`src/rtl/viterbi_pkg.sv`:
```
// -----------------------------------------------------------------------------
// viterbi_pkg
//   Shared constants and types for the Viterbi decoder front end.
//   WORD_NUM_BIT / POS_NUM_BIT : widths of the word and POS indices
//   POS_NUM                    : number of POS tags swept per observed word
//   P_SIZE                     : width of a probability word
//   MAX_WORD                   : number of valid word entries in the emission table
//   sweep_state_e              : emission sweep sequencer states
// -----------------------------------------------------------------------------
package viterbi_pkg;

    localparam int WORD_NUM_BIT = 8;
    localparam int POS_NUM_BIT  = 4;
    localparam int POS_NUM      = 11;
    localparam int P_SIZE       = 32;

    localparam logic [WORD_NUM_BIT-1:0] MAX_WORD = WORD_NUM_BIT'(95);
    localparam logic [POS_NUM_BIT-1:0]  LAST_POS = POS_NUM_BIT'(POS_NUM - 1);

    typedef enum logic [1:0] {
        IDLE,
        SWEEP,
        DRAIN
    } sweep_state_e;

    // True for the final POS tag of a word's sweep.
    function automatic logic is_last_pos(input logic [POS_NUM_BIT-1:0] pos);
        return pos == LAST_POS;
    endfunction

endpackage

```
`src/rtl/emission_out_reg.sv`:
```
// -----------------------------------------------------------------------------
// emission_out_reg
//   Single-entry valid/ready holding register for (pos, probability, last) beats.
//   The parent asserts load only when the register is empty or being drained
//   in the same cycle, so a held beat is never overwritten.
// Ports:
//   clk, rst        rising-edge clock, synchronous active-high reset
//   load            capture in_* this cycle (register becomes/stays valid)
//   in_pos/in_p     beat POS index and probability to capture
//   in_last         beat is the final POS of the word
//   out_ready       downstream accepts the current beat
//   out_valid       register holds a beat
//   out_pos/out_p   held beat contents
//   out_last        held beat is the last of its word
// -----------------------------------------------------------------------------
module emission_out_reg #(
    parameter int POS_W  = 4,
    parameter int DATA_W = 32
) (
    input  logic              clk,
    input  logic              rst,
    input  logic              load,
    input  logic [POS_W-1:0]  in_pos,
    input  logic [DATA_W-1:0] in_p,
    input  logic              in_last,
    input  logic              out_ready,
    output logic              out_valid,
    output logic [POS_W-1:0]  out_pos,
    output logic [DATA_W-1:0] out_p,
    output logic              out_last
);

    logic              valid_q, valid_d;
    logic [POS_W-1:0]  pos_q,   pos_d;
    logic [DATA_W-1:0] p_q,     p_d;
    logic              last_q,  last_d;

    // Load takes priority over drain; a drained-but-not-reloaded register goes
    // empty while keeping its last contents on the data lines.
    always_comb begin
        valid_d = valid_q;
        pos_d   = pos_q;
        p_d     = p_q;
        last_d  = last_q;
        if (load) begin
            valid_d = 1'b1;
            pos_d   = in_pos;
            p_d     = in_p;
            last_d  = in_last;
        end else if (out_ready) begin
            valid_d = 1'b0;
            last_d  = 1'b0;
        end
    end

    always_ff @(posedge clk) begin
        if (rst) begin
            valid_q <= 1'b0;
            pos_q   <= '0;
            p_q     <= '0;
            last_q  <= 1'b0;
        end else begin
            valid_q <= valid_d;
            pos_q   <= pos_d;
            p_q     <= p_d;
            last_q  <= last_d;
        end
    end

    assign out_valid = valid_q;
    assign out_pos   = pos_q;
    assign out_p     = p_q;
    assign out_last  = last_q;

endmodule

```
`src/rtl/emission_sweep_ctrl.sv`:
```
// -----------------------------------------------------------------------------
// emission_sweep_ctrl
//   Sequencer in front of the emission-probability table. Accepts one word
//   index per observation step, sweeps POS 0..POS_NUM-1 through the
//   (combinational) table and streams (pos, probability) beats downstream.
//   Optional feature macro: EMISS_RANGE_CHECK_EN -- rejects word_in >= MAX_WORD
//   with a one-cycle err pulse instead of sweeping it.
// Ports:
//   clk, rst              rising-edge clock, synchronous active-high reset
//   word_in/word_valid    next observed word index, valid
//   word_ready            controller idle and able to accept a word
//   tbl_word/tbl_pos      table address
//   tbl_p                 table data for the current address (same cycle)
//   out_pos/out_p         current beat POS and emission probability
//   out_valid/out_ready   beat handshake
//   out_last              beat is POS_NUM-1 of this word
//   busy                  sweep in progress
//   err                   (EMISS_RANGE_CHECK_EN) out-of-range word rejected
// -----------------------------------------------------------------------------
module emission_sweep_ctrl
    import viterbi_pkg::*;
(
    input  logic                    clk,
    input  logic                    rst,
    input  logic [WORD_NUM_BIT-1:0] word_in,
    input  logic                    word_valid,
    output logic                    word_ready,
    output logic [WORD_NUM_BIT-1:0] tbl_word,
    output logic [POS_NUM_BIT-1:0]  tbl_pos,
    input  logic [P_SIZE-1:0]       tbl_p,
    output logic [POS_NUM_BIT-1:0]  out_pos,
    output logic [P_SIZE-1:0]       out_p,
    output logic                    out_valid,
    input  logic                    out_ready,
    output logic                    out_last,
    output logic                    busy
`ifdef EMISS_RANGE_CHECK_EN
    ,
    output logic                    err
`endif
);

    sweep_state_e            state_q, state_d;
    logic [WORD_NUM_BIT-1:0] tbl_word_q, tbl_word_d;
    logic [POS_NUM_BIT-1:0]  tbl_pos_q, tbl_pos_d;
    logic                    load;
`ifdef EMISS_RANGE_CHECK_EN
    logic                    err_q, err_d;
`endif

    // Next-state logic. The POS counter advances only when the output register
    // actually captures the current table read, so stalls never skip or repeat
    // a POS. The counter parks on the last POS rather than wrapping.
    always_comb begin
        state_d    = state_q;
        tbl_word_d = tbl_word_q;
        tbl_pos_d  = tbl_pos_q;
        load       = 1'b0;
`ifdef EMISS_RANGE_CHECK_EN
        err_d      = 1'b0;
`endif
        case (state_q)
            IDLE: begin
                if (word_valid) begin
`ifdef EMISS_RANGE_CHECK_EN
                    if (word_in >= MAX_WORD) begin
                        err_d = 1'b1;
                    end else begin
                        tbl_word_d = word_in;
                        tbl_pos_d  = '0;
                        state_d    = SWEEP;
                    end
`else
                    tbl_word_d = word_in;
                    tbl_pos_d  = '0;
                    state_d    = SWEEP;
`endif
                end
            end
            SWEEP: begin
                if (!out_valid || out_ready) begin
                    load = 1'b1;
                    if (is_last_pos(tbl_pos_q)) begin
                        state_d = DRAIN;
                    end else begin
                        tbl_pos_d = tbl_pos_q + 1'b1;
                    end
                end
            end
            DRAIN: begin
                if (out_valid && out_ready) begin
                    state_d = IDLE;
                end
            end
            default: state_d = IDLE;
        endcase
    end

    always_ff @(posedge clk) begin
        if (rst) begin
            state_q    <= IDLE;
            tbl_word_q <= '0;
            tbl_pos_q  <= '0;
        end else begin
            state_q    <= state_d;
            tbl_word_q <= tbl_word_d;
            tbl_pos_q  <= tbl_pos_d;
        end
    end

`ifdef EMISS_RANGE_CHECK_EN
    always_ff @(posedge clk) begin
        if (rst) begin
            err_q <= 1'b0;
        end else begin
            err_q <= err_d;
        end
    end

    assign err = err_q;
`endif

    emission_out_reg #(
        .POS_W  (POS_NUM_BIT),
        .DATA_W (P_SIZE)
    ) u_out_reg (
        .clk       (clk),
        .rst       (rst),
        .load      (load),
        .in_pos    (tbl_pos_q),
        .in_p      (tbl_p),
        .in_last   (is_last_pos(tbl_pos_q)),
        .out_ready (out_ready),
        .out_valid (out_valid),
        .out_pos   (out_pos),
        .out_p     (out_p),
        .out_last  (out_last)
    );

    assign word_ready = (state_q == IDLE);
    assign busy       = (state_q != IDLE);
    assign tbl_word   = tbl_word_q;
    assign tbl_pos    = tbl_pos_q;

endmodule

```
`config.mk`:
```
export PLATFORM = sky130hd
export DESIGN_NAME = emission_sweep_ctrl
export DESIGN_NICKNAME = d
export VERILOG_FILES = /design/src/rtl/viterbi_pkg.sv /design/src/rtl/emission_out_reg.sv /design/src/rtl/emission_sweep_ctrl.sv
export SDC_FILE = /design/constraint.sdc
export NUM_CORES = 1
export LEC_CHECK = 0
export ABC_AREA = 1
export CAP_MARGIN = 30
export CORE_MARGIN = 4
export CORE_UTILIZATION = 39
export CTS_BUF_LIST = sky130_fd_sc_hd__clkbuf_4 sky130_fd_sc_hd__clkbuf_8
export DETAILED_ROUTE_END_ITERATION = 8
export PLACE_DENSITY = 0.73
export SKIP_LAST_GASP = 1
export SYNTH_ARGS = -nofsm -noshare
export SYNTH_HDL_FRONTEND = slang
export SYNTH_HIERARCHICAL = 1
export SYNTH_SLANG_ARGS = --single-unit
```
`constraint.sdc`:
```
create_clock -name clk -period 2.8 [get_ports clk]
set_clock_uncertainty 0.15 [all_clocks]
set_input_delay 0.42 -clock clk [delete_from_list [all_inputs] [get_ports clk]]
set_output_delay 0.42 -clock clk [all_outputs]
set_load 0.01 [all_outputs]
```
==> reports/metrics.cfg, run 1 <==
[synthesis]
synthCells=270
ys_types=26
yosys_warnings=6
postSynthAreaPerCell_um2=7.87
ys_seq_elements=52
yosysSeqAreaShare_pct=49.0
syn_area_mm2=0.00212
syn_nets=316

[floorplan]
dieArea_mm2=0.00669
coreArea_mm2=0.00520
rows=26
start_util_pct=40.8
die_x_um=81.8
boundaryPins=96
die_h_um=81.8

[pwr]
powerDensity_mw_per_mm2=538
max-vdd-ir-drop_mv=0.284
leakagePower_nw=1.33

[clock_network]
cts_resized=0
worstSkewPairLatency_ns=0.30
post-cts-setup-buffer-count=0
cts_tree=done
root_buffer=clkbuf_8
clkTransAtPathRegs_ns=0.09
cts_made_buffers=5
cts_max_level=2
cts_hold_buf=0
clockBufferDepth=2
clkSinkCount=52

[worst_hold_path]
holdPathEnd=tbl_word[6]
worstHoldStart=tbl_word[6]
worst_hold_path_type=reg2reg
hold_depth=2

[detailed_routing]
drt_iter0_markers=70
ant_nets=0
drc=0
vias=1943
wl_um=5070
post_drt_wl_per_cell_um=11.7
dr.pass1.iters=4
viasPerCell=4.49

[finish]
syn_to_final_growth_pct=50.3
diodes=0
final_cell_area_mm2=0.00319
fill_cells=467
layout-drive-gt1-share_pct=8.82
final_nets=408

[sta]
setup-violations-final=0
slew_headroom_pct=67.7
slew_violations=0
max_freq_mhz=487
period_needed_ns=2.05
fin_crit_sh_pct=73.4
hold_viol_final=0
setup_tns_ns=0
tightestPinTransition_ns=0.484
rsz0062_at_grt=no

[setup_path]
crit_path_end_kind=output pin
crit_arrival_ns=1.48
reg2reg_depth=7
rrSetupSlack_ns=0.95
rr_startpoint=state_q[0]
start_kind=flop
worstReg2RegEnd=u_out_reg/out_p[8]
crit_type=reg2out
crit_fanout=4
crit_required_ns=2.23

[placement]
portBuffers=95
gp_congestion=0.797
postPlaceCellArea_mm2=0.00308
dp_hpwl_um=3690

[global_routing]
grt_pass1_wl_um=7910
grt_start_max_net_pins=38
grt_overflow=0
grt_pass1_vias=1807
grtUsageTotal_pct=15.1
antenna_found_initial=0

[flow_run]
drv_cap=0

[run_status]
status=finished, final reports clean

[state kept, by name, indices dropped and copies added (netlist names)]
signal	flops
u_out_reg/out_pos	4
u_out_reg/out_last	1
tbl_word	8
u_out_reg/out_valid	1
u_out_reg/out_p	32
tbl_pos	4
state_q	2
[cell families (layout without fill, tap and decap cells)]
family / count (synthesis) / after routing / share of synthesized area, %
AOI/OAI and AO/OA: 50 / 50 / 12.1
adders and majority gates: 2 / 2 / 1.18
buffers and inverters: 31 / 124 / 8.48
DFF: 52 / 52 / 49.0
and+or+nand+nor: 135 / 135 / 29.3
[stage by stage]
stage / hold WS [ns] / utilization (%) / instances / setup WS (ns) / power, mW
after floorplan: 0.332 / - / 270 / 1.30 / 1.03
after global placement: 0.313 / 59.2 / 425 / 0.591 / 1.23
after detailed placement: 0.323 / 59.2 / 425 / 0.521 / 1.24
after CTS: 0.344 / 61.3 / 433 / 0.728 / 1.74
after global routing: 0.358 / 61.3 / 433 / 0.657 / 1.81
final: 0.337 / 61.3 / 433 / 0.746 / 1.72
[layout by cell type, fill, tap and decap left out, drive strengths merged]
cell / Yosys / layout
inv: 19 / 19
ha: 2 / 2
a21oi: 5 / 5
buf: 9 / 2
clkinv: 0 / 1
o21ai: 44 / 44
nor2: 98 / 98
nand4: 2 / 2
o211ai: 1 / 1
nand3: 8 / 8
clkbuf: 3 / 5
dfxtp: 52 / 52
clkdlybuf4s50: 0 / 95
bufinv: 0 / 1
nand2: 27 / 27
clkinvlp: 0 / 1
[layout make-up]
class	instances	area [um2]	area share, %
multi-input cells	187	903	28.3
well taps	70	87.6	2.74
clock buffers	5	68.8	2.16
clock inverters	3	42.5	1.33
inverters	19	83.8	2.63
flip-flops and latches	52	1040	32.6
repair buffers	97	966	30.3
[synthesized netlist by cell type, drive strengths merged]
library cell	instances	area share, %
dfxtp	52	49
nand3	8	2.4
buf	9	3.9
o211ai	1	0.35
nand2	27	6.7
inv	19	3.9
a21oi	5	1.4
o21ai	44	10
clkbuf	3	0.65
ha	2	1.2
nor2	98	20
nand4	2	0.59
[routing by layer]
layer  vias up  GRT usage (%)  share of wire, %
met4         0           4.98               1.2
met5         -              0                 0
li1       1030              -                 -
met2        61           26.5                47
met3         7           4.17               8.1
met1       845           17.6                44
[worst max-delay path, stage by stage (launching register included)]
cell and delay, ns:
dfxtp_1 0.51, nor2_4 0.09, inv_1 0.06, clkdlybuf4s50_1 0.52
[where the power goes]
group	leakage, nW	switching [mW]	internal [mW]
logic	0.847	0.174	0.205
registers	0.428	0.0337	0.801
clock network	0.0541	0.239	0.265
total	1.33	0.447	1.27
[worst max path at each step]
stage / start / to / slack [ns] / cells after the start
floorplan: state_q[0] / u_out_reg/out_p[3] / 1.30 / 9
global placement: out_ready / u_out_reg/out_p[7] / 0.59 / 8
detailed placement: out_ready / u_out_reg/out_p[0] / 0.52 / 8
CTS: state_q[1] / busy / 0.73 / 3
global route: state_q[1] / busy / 0.66 / 3
finish: state_q[1] / busy / 0.75 / 3
No activity file was read; power rests on OpenSTA's default activity.
==> run 2, diff against run 1 <==
clock period = 2.05 ns   (was 2.8 ns; I/O delays follow)
==> reports/metrics.cfg, run 2 (same netlist as run 1, synthesis figures left out) <==
[run_status]
status=finished, final reports clean

[placement]
place_inst=425  ; unchanged
gp_congestion=0.814  ; +2.1%
dp_hpwl_um=3810  ; +3.4%
post-place-ws_ns=0.118  ; -0.403 ns
portBuffers=95  ; unchanged
postPlaceCellArea_mm2=0.00309  ; +0.41%

[floorplan]
coreArea_mm2=0.00520  ; unchanged
rows=26  ; unchanged
boundaryPins=96  ; unchanged
die_x_um=81.8  ; unchanged
dieArea_mm2=0.00669  ; unchanged
start_util_pct=40.8  ; unchanged
die_h_um=81.8  ; unchanged

[clock_network]
clockBufferDepth=2  ; unchanged
post-cts-setup-buffer-count=0  ; unchanged
cts_hold_buf=0  ; unchanged
root_buffer=clkbuf_8
cts_tree=done
clkSinkCount=52  ; unchanged
cts_max_level=2  ; unchanged
clkTransAtPathRegs_ns=0.09  ; about the same
cts_resized=0  ; unchanged
worstSkewPairLatency_ns=0.29  ; about the same
cts_made_buffers=5  ; unchanged

[worst_hold_path]
worstHoldStart=tbl_word[2]
worst_hold_path_type=reg2reg
hold_depth=2  ; unchanged

[global_routing]
antenna_found_initial=0  ; unchanged
grtUsageTotal_pct=14.9  ; -0.13 points
grt_pass1_vias=1796  ; -0.61%
grt_overflow=0  ; unchanged
grt_start_max_net_pins=38  ; unchanged
grt_pass1_wl_um=7900  ; about the same

[finish]
syn_to_final_growth_pct=50.2  ; about the same
largest_register_ffs=32  ; unchanged
final_cell_area_mm2=0.00319  ; about the same
fin_cells=433  ; unchanged
layout-drive-gt1-share_pct=8.82  ; unchanged
diodes=0  ; unchanged
layout_commonest_cell=clkdlybuf4s50_1
final_cell_mix=clkdlybuf4s50_1 (95), nor2_1 (88), dfxtp_1 (52)
fill_cells=484  ; +3.6%
final-seq-area_mm2=0.00104  ; unchanged
multiInputGateArea_um2=903  ; unchanged
final_nets=408  ; unchanged

[setup_path]
crit_arrival_ns=1.49  ; about the same
crit_type=reg2out
worstReg2RegEnd=u_out_reg/out_p[10]
endpoint=busy
crit_path_end_kind=output pin
reg2reg_depth=8  ; +1
rrSetupSlack_ns=0.44  ; -0.51 ns
crit_required_ns=1.59  ; -0.64 ns
start_kind=flop
worstSetupStartpoint=state_q[1]
crit_fanout=4  ; unchanged
rr_startpoint=state_q[0]

[sta]
setup-violations-final=0  ; unchanged
max_freq_mhz=513
fin_crit_sh_pct=95.0
period_needed_ns=1.95
tightestPinTransition_ns=0.482  ; -0.00200 ns
hold_viol_final=0  ; unchanged
slew_violations=0  ; unchanged
setup_tns_ns=0  ; unchanged
fin_hold_ws_ns=0.342  ; +0.00520 ns
slew_headroom_pct=67.8  ; +0.13 points
rsz0062_at_grt=no
fin_ws_ns=0.102  ; -0.643 ns

[detailed_routing]
drc=0  ; unchanged
dr.pass1.iters=4  ; unchanged
drt_iter0_markers=76  ; +8.6%
post_drt_wl_per_cell_um=12.0  ; +2.7%
vias=1983  ; +2.1%
viasPerCell=4.58  ; +2.1%
ant_nets=0  ; unchanged
wl_um=5200  ; +2.7%

[pwr]
powerDensity_mw_per_mm2=712  ; +32%
max-vdd-ir-drop_mv=0.552  ; +94%
leakagePower_nw=1.33  ; -0.21%

[flow_run]
drv_cap=0  ; unchanged

-- run 2: area by class of cell --
class | instances | area share, %
clock buffers | 7 | 2.82
clock inverters | 1 | 0.235
inverters | 19 | 2.63
flip-flops and latches | 52 | 32.6
well taps | 70 | 2.74
repair buffers | 97 | 30.7
multi-input cells | 187 | 28.3
-- run 2: worst min path at each step --
stage,to,slack [ns]
finish,tbl_word[2],0.34
detailed placement,tbl_word[0],0.32
CTS,tbl_word[2],0.34
global route,tbl_word[4],0.36
global placement,tbl_word[5],0.31
floorplan,u_out_reg/out_valid,0.22
-- run 2: stage by stage --
stage,total power [mW],util (%)
after global placement,1.68,59.4
final,2.27,61.3
after CTS,2.30,61.3
after detailed placement,1.69,59.4
after floorplan,1.41,-
after global routing,2.39,61.3
-- run 2: critical path: stages, from the launching register on --
cell and delay, ns:
dfxtp_1 0.51, nor2_4 0.09, inv_1 0.06, clkdlybuf4s50_1 0.53
-- run 2: report_power, final --
group	switching [mW]	leakage (nW)	internal [mW]
Combinational	0.237	0.850	0.284
Sequential	0.0487	0.428	1.09
Clock	0.321	0.0479	0.288
-- run 2: per-layer routing --
metal | vias up | GRT usage, % | wire length, um
met5 | - | 0 | 0
met4 | 0 | 3.99 | 44
met3 | 5 | 4.71 | 440
met2 | 63 | 25.3 | 2490
met1 | 886 | 18.3 | 2220
li1 | 1029 | - | -
==> run 3, diff against run 2 <==
CORE_UTILIZATION = 43   (was 39)
PLACE_DENSITY = 0.79   (was 0.73)
==> reports/metrics.cfg, run 3 (same netlist as run 1, synthesis figures left out) <==
[clock_network]
cts_made_buffers=5  ; unchanged
cts_hold_buf=0  ; unchanged
root_buffer=clkbuf_8
cts_max_level=2  ; unchanged
cts_tree=done
clockBufferDepth=2  ; unchanged
cts_resized=0  ; unchanged
clkTransAtPathRegs_ns=0.09  ; about the same
clkSinkCount=52  ; unchanged
worstSkewPairLatency_ns=0.29  ; about the same
post-cts-setup-buffer-count=0  ; unchanged

[pwr]
powerDensity_mw_per_mm2=695  ; -2.4%
leakagePower_nw=1.33  ; +0.12%
max-vdd-ir-drop_mv=0.339  ; -39%

[sta]
hold_viol_final=0  ; unchanged
setup-violations-final=0  ; unchanged
max_freq_mhz=518  ; +0.89%
setup_tns_ns=0  ; unchanged
fin_crit_sh_pct=94.2  ; -0.84 points
slew_headroom_pct=67.5  ; -0.36 points
slew_violations=0  ; unchanged
period_needed_ns=1.93  ; -0.0171 ns
tightestPinTransition_ns=0.487  ; +0.00546 ns
rsz0062_at_grt=no

[floorplan]
rows=25  ; -3.8%
start_util_pct=44.7  ; +3.9 points
die_x_um=78.3  ; -4.3%
dieArea_mm2=0.00613  ; -8.4%
die_h_um=78.3  ; -4.3%
boundaryPins=96  ; unchanged
coreArea_mm2=0.00475  ; -8.7%

[finish]
final_cell_mix=clkdlybuf4s50_1 (95), nor2_1 (88), dfxtp_1 (52)
fill_cells=434  ; -10%
syn_to_final_growth_pct=49.6
layout_commonest_cell=clkdlybuf4s50_1
largest_register_ffs=32  ; unchanged
final_cell_area_mm2=0.00318  ; -0.39%
final_nets=409  ; +0.25%
layout-drive-gt1-share_pct=8.82  ; unchanged
diodes=0  ; unchanged

[placement]
dp_hpwl_um=3680  ; -3.4%
gp_congestion=0.814  ; unchanged
postPlaceCellArea_mm2=0.00310  ; +0.12%
portBuffers=95  ; unchanged

[global_routing]
antenna_found_initial=0  ; unchanged
grtUsageTotal_pct=17.0  ; +2.0 points
grt_overflow=0  ; unchanged
grt_pass1_wl_um=8470  ; +7.3%
grt_pass1_vias=1888  ; +5.1%
grt_start_max_net_pins=40  ; +5.3%

[flow_run]
drv_cap=0  ; unchanged

[setup_path]
reg2reg_depth=8  ; unchanged
crit_path_end_kind=output pin
rrSetupSlack_ns=0.39  ; -0.05 ns
crit_arrival_ns=1.47  ; -0.02 ns
crit_required_ns=1.59  ; about the same
rr_startpoint=state_q[0]
crit_fanout=4  ; unchanged
crit_type=reg2out
start_kind=flop
worstReg2RegEnd=u_out_reg/out_p[2]

[detailed_routing]
drc=0  ; unchanged
drt_iter0_markers=72  ; -5.3%
dr.pass1.iters=4  ; unchanged
ant_nets=0  ; unchanged
wl_um=4970  ; -4.5%
vias=1985  ; +0.10%
viasPerCell=4.62  ; +0.80%
post_drt_wl_per_cell_um=11.6  ; -3.8%

[run_status]
status=finished, final reports clean

[worst_hold_path]
hold_depth=2  ; unchanged
holdPathEnd=u_out_reg/out_pos[0]
worstHoldStart=u_out_reg/out_pos[0]
worst_hold_path_type=reg2reg

-- run 3: changes by cell type in the layout (fill, tap and decap cells not counted) --
cell	change
clkinv_2	+1
clkinvlp_4	-1
clkbuf_8	-1
buf_4	+1
-- run 3: worst max path at each step --
stage / from / endpoint / slack, ns / depth (start not counted)
global route: state_q[1] / busy / 0.03 / 3
global placement: out_ready / u_out_reg/out_pos[2] / 0.14 / 9
CTS: state_q[1] / busy / 0.09 / 3
floorplan: state_q[0] / u_out_reg/out_p[3] / 0.55 / 9
detailed placement: out_ready / u_out_reg/out_p[2] / 0.07 / 9
finish: state_q[1] / busy / 0.12 / 3
-- run 3: per-layer routing --
metal  track usage, %  vias to the layer above  wire (um)
li1                 -                     1036          -
met1             20.2                      877       2180
met2             28.7                       70       2340
met3             5.85                        2        418
met4             5.24                        0         24
met5                0                        -          0
-- run 3: metrics by stage --
stage	setup WS (ns)	hold WS (ns)	std cells	power (mW)	utilization (%)
detailed placement	0.0745	0.327	423	1.69	65.2
finish	0.120	0.347	430	2.21	66.9
global route	0.0302	0.369	430	2.35	66.9
global placement	0.143	0.311	423	1.68	65.2
CTS	0.0926	0.350	430	2.24	66.9
floorplan	0.547	0.220	270	1.41	-
-- run 3: worst max-delay path, cell delays in order (launching register included) --
cell,delay (ns)
dfxtp_1,0.50
nor2_4,0.09
inv_1,0.06
clkdlybuf4s50_1,0.53
-- run 3: area by class of cell --
cell class | count | area, um2 | share of cell area (%)
Sequential cell | 52 | 1040 | 32.7
Timing Repair Buffer | 98 | 986 | 31.0
Multi-Input combinational cell | 187 | 903 | 28.4
Inverter | 19 | 83.8 | 2.64
Tap cell | 67 | 83.8 | 2.64
Clock buffer | 6 | 76.3 | 2.40
Clock inverter | 1 | 5.00 | 0.157
-- run 3: power by group --
part | internal [mW] | switching [mW] | total, mW | leakage [nW]
sequential | 1.09 | 0.0471 | 1.14 | 0.428
combinational | 0.284 | 0.237 | 0.520 | 0.855
clock | 0.246 | 0.302 | 0.548 | 0.0445
total | 1.62 | 0.586 | 2.21 | 1.33
==> variant 1 (settings of run 3) <==
`WORD_NUM_BIT`: 8 -> 9.
--- a/src/rtl/viterbi_pkg.sv
+++ b/src/rtl/viterbi_pkg.sv
@@ -10,5 +10,5 @@
 package viterbi_pkg;
 
-    localparam int WORD_NUM_BIT = 8;
+    localparam int WORD_NUM_BIT = 9;
     localparam int POS_NUM_BIT  = 4;
     localparam int POS_NUM      = 11;
Ports: changed (resized tbl_word and word_in); port bits go from 96 to 98. The function was not compared with the original's and may differ.
==> variant 1 against run 3 <==
  * Global-route usage up 0.063 points
  * Design area is 1.4% lower
  * Total power increased by 4.1%
  * Sequential cell count rose by 1
  * Combinational power is 2% higher
  * Largest power group unchanged
  * Hold slack worse by 0.010 ns
  * Critical path depth is 1 lower
  * Largest cell class unchanged
  * Critical endpoint is now word_ready
  * Non-clock buffer count is the same
  * Count of clock-buffer cells in the layout is the same
  * Area after synthesis shrank 2.4%
  * Setup slack better by 0.040 ns
  * Wire length up 2.5%
==> variant 1: results <==
[run_status]
status = "finished, final reports clean"

[placed_design]
place_congestion = 0.8114
dpl_cell_area_um2 = 3038
dp_hpwl_mm = 3.765
place_ws_ns = 0.1599

[worst_setup_path]
crit_arrival_ns = 1.43
r2r-start = "tbl_pos[1]"
cp-endpoint = "word_ready"

[timing]
tightest_slew_ns = 0.4726
max_freq_ghz = 0.5290

[layout]
drive_gt1_frac = 0.06557
fin_nets = 412
stdcell_area_um2 = 3134

[drt]
route.met3.wl_um = 340
first_iter_violations = 80

[synth]
syn_nets = 319
synth.avg_cell_area_um2 = 7.622
synthTopCellsByArea = "dfxtp_1 51%, nor2_1 17%, o21ai_0 8.0%"
synth.distinct_cells = 21
yosysSeqAreaShare = 0.5118

[grt]
grt_pass1_vias = 1882
grt_pass1_wl_mm = 8.604

[power]
power_leakage_nw = 1.311
ir_drop_uv = 385.9

[hold_path]
hold_path_end = "tbl_word[2]"
==> variant 1: final cells by class <==
cell class                 instances  share of cell area
timing repair buffer              98              0.3162
tap                               52             0.02076
clock buffer                       6             0.02635
sequential                        53              0.3385
multi-input combinational        189              0.2699
inverter                          18             0.02395
clock inverter                     2            0.004391
==> variant 1: critical path, cell delays in order, from the launching register on <==
cell and delay (ns):
dfxtp_1 0.37, nor2_2 0.20, clkdlybuf4s50_1 0.57
==> variant 1: cell families after synthesis <==
kind of cell | after synthesis | share of synthesized area
and+or+nand+nor | 134 | 0.2649
AOI/OAI and AO/OA | 53 | 0.1310
DFF | 53 | 0.5118
buffers and inverters | 30 | 0.08026
adders and majority gates | 2 | 0.01207
==> variant 1: power by group <==
part | switching (W) | internal [W]
logic | 0.000240 | 0.000291
registers | 0.0000525 | 0.00112
clock network | 0.000324 | 0.000274
total | 0.000617 | 0.00168
==> variant 2 (flow settings as in run 3) <==
Without the edit above. The 3 states of `sweep_state_e` get a one-hot encoding in 3 bits.
--- a/src/rtl/viterbi_pkg.sv
+++ b/src/rtl/viterbi_pkg.sv
@@ -18,8 +18,8 @@
     localparam logic [POS_NUM_BIT-1:0]  LAST_POS = POS_NUM_BIT'(POS_NUM - 1);
 
-    typedef enum logic [1:0] {
-        IDLE,
-        SWEEP,
-        DRAIN
+    typedef enum logic [2:0] {
+        IDLE  = 3'b001,
+        SWEEP = 3'b010,
+        DRAIN = 3'b100
     } sweep_state_e;
 
Formal check against the unedited RTL: same outputs for any inputs over 10 cycles, from zero or initial values and one cycle with rst high; not proved beyond that.
==> variant 2 against run 3 <==
  * Register-to-register slack improved by 0.06 ns
  * Global-route usage rose by 0.95 points
  * Non-clock buffer count rose by 3
  * Design area rose by 3.7%
  * Critical path depth did not move
  * Cell count rose by 4.9%
  * Sequential cell count rose by 1
  * Critical path type unchanged
  * First-iteration DRC count rose by 40%
  * Synthesized cell count rose by 5.9%
  * Area after synthesis rose by 2.6%
  * Wire length rose by 11%
  * Setup slack got worse by 0.020 ns
Power is not compared: it rests on default switching activity, and its combinational part moved more than twofold at a synthesized area within 25%.
==> variant 2: results <==
[drt]
drt-vias-per-instance = 4.685
first_iter_violations = 101
wl_per_cell_um = 12.20

[synth]
yosys-top-cells-count = "101 x nor2_1, 53 x dfxtp_1, 41 x o21ai_0"
async_reset_ff_frac = 0
ys.flop_type = "dfxtp_1"
synthTopCellsByArea = "dfxtp_1 49%, nor2_1 17%, o21ai_0 9.4%"
synth.distinct_cells = 23
syn_nets = 332
yosysSeqAreaShare = 0.4868
yosys_warnings = 6

[grt]
grtUsageTotal = 0.1791
grt_pass1_vias = 1952
grt_max_degree = 40
antenna_found_initial = 0
grt_pass1_wl_mm = 9.087

[hold_path]
min-delay-start = "u_out_reg/out_p[29]"
hold_depth = 2
hold_path_end = "u_out_reg/out_p[29]"

[clock_tree]
h-tree-depth = 2
clk_latency_ns = 0.31
clk_path_buf_depth = 2

[power]
ir_drop_uv = 616.2

[worst_setup_path]
r2r_slack_ns = 0.45
r2r-start = "state_q[0]"
cp_max_fo = 6
r2r-end = "u_out_reg/out_p[1]"
crit_arrival_ns = 1.49
path_delay_family = "buffers and inverters"
rr_worst_depth = 7
cp-endpoint = "word_ready"

[layout]
drive_gt1_frac = 0.1016
fin_nets = 429
n_antenna_cell = 0
nFillCells = 436

[run_status]
status = "finished, final reports clean"

[timing]
max_slew_margin = 0.7830

[placed_design]
place_congestion = 0.7742
dp_hpwl_mm = 4.009
io_buffers = 95
variant 2: cell count changes after synthesis, moves of 2 or more:
cell     before  now
o21ai_0      39   41
nand2_2       1    3
nand2_1      22   25
inv_1        15   13
nor2_1       88  101
nand3_2       2    0
inv_2         2    5
variant 2: metrics by stage:
stage	hold slack [ns]	std cells	utilization	cell area, um^2	setup slack, ns
after global placement	0.3140	440	0.6597	3178	0.1700
after floorplan	0.2199	286	-	2180	0.5793
after detailed placement	0.3349	440	0.6597	3178	0.1178
after global routing	0.3699	451	0.6842	3296	0.02110
after CTS	0.3577	448	0.6792	3272	0.03413
final	0.3551	451	0.6842	3296	0.09910
variant 2: final cells by class:
cell class / count / area share
Sequential cell: 53 / 0.3223
Timing Repair Buffer: 101 / 0.3098
Multi-Input combinational cell: 203 / 0.2901
Tap cell: 67 / 0.02544
Inverter: 19 / 0.02392
Clock buffer: 5 / 0.02088
Clock inverter: 3 / 0.007593
variant 2: kinds of logic after synthesis:
group,after synthesis,share of synthesized area
AO/OA/AOI/OAI,50,0.1165
XOR/XNOR,1,0.004019
adder cells (fa/ha/maj),2,0.01148
buffers and inverters,30,0.07578
flip-flops,53,0.4868
AND/OR/NAND/NOR,150,0.3054
variant 2: report_power, final:
part           switching [W]  total, W  internal (W)
clock               0.000361  0.000608      0.000247
combinational       0.000823   0.00164      0.000813
sequential          0.000156   0.00143       0.00128
total                0.00134   0.00368       0.00234
variant 2: metal layers:
layer  share of wire  up-vias  track usage
met5               0        -            0
met4           0.013        0      0.05155
met3           0.066        7      0.05215
met2            0.50       52       0.2980
met1            0.42      961       0.2247
li1                -     1093            -
variant 2: timing repair:
action / 4_1_cts / 5_1_grt
setup endpoints to repair: 0 / 2
setup buffers: 0 / 3
resized for setup: 0 / 1
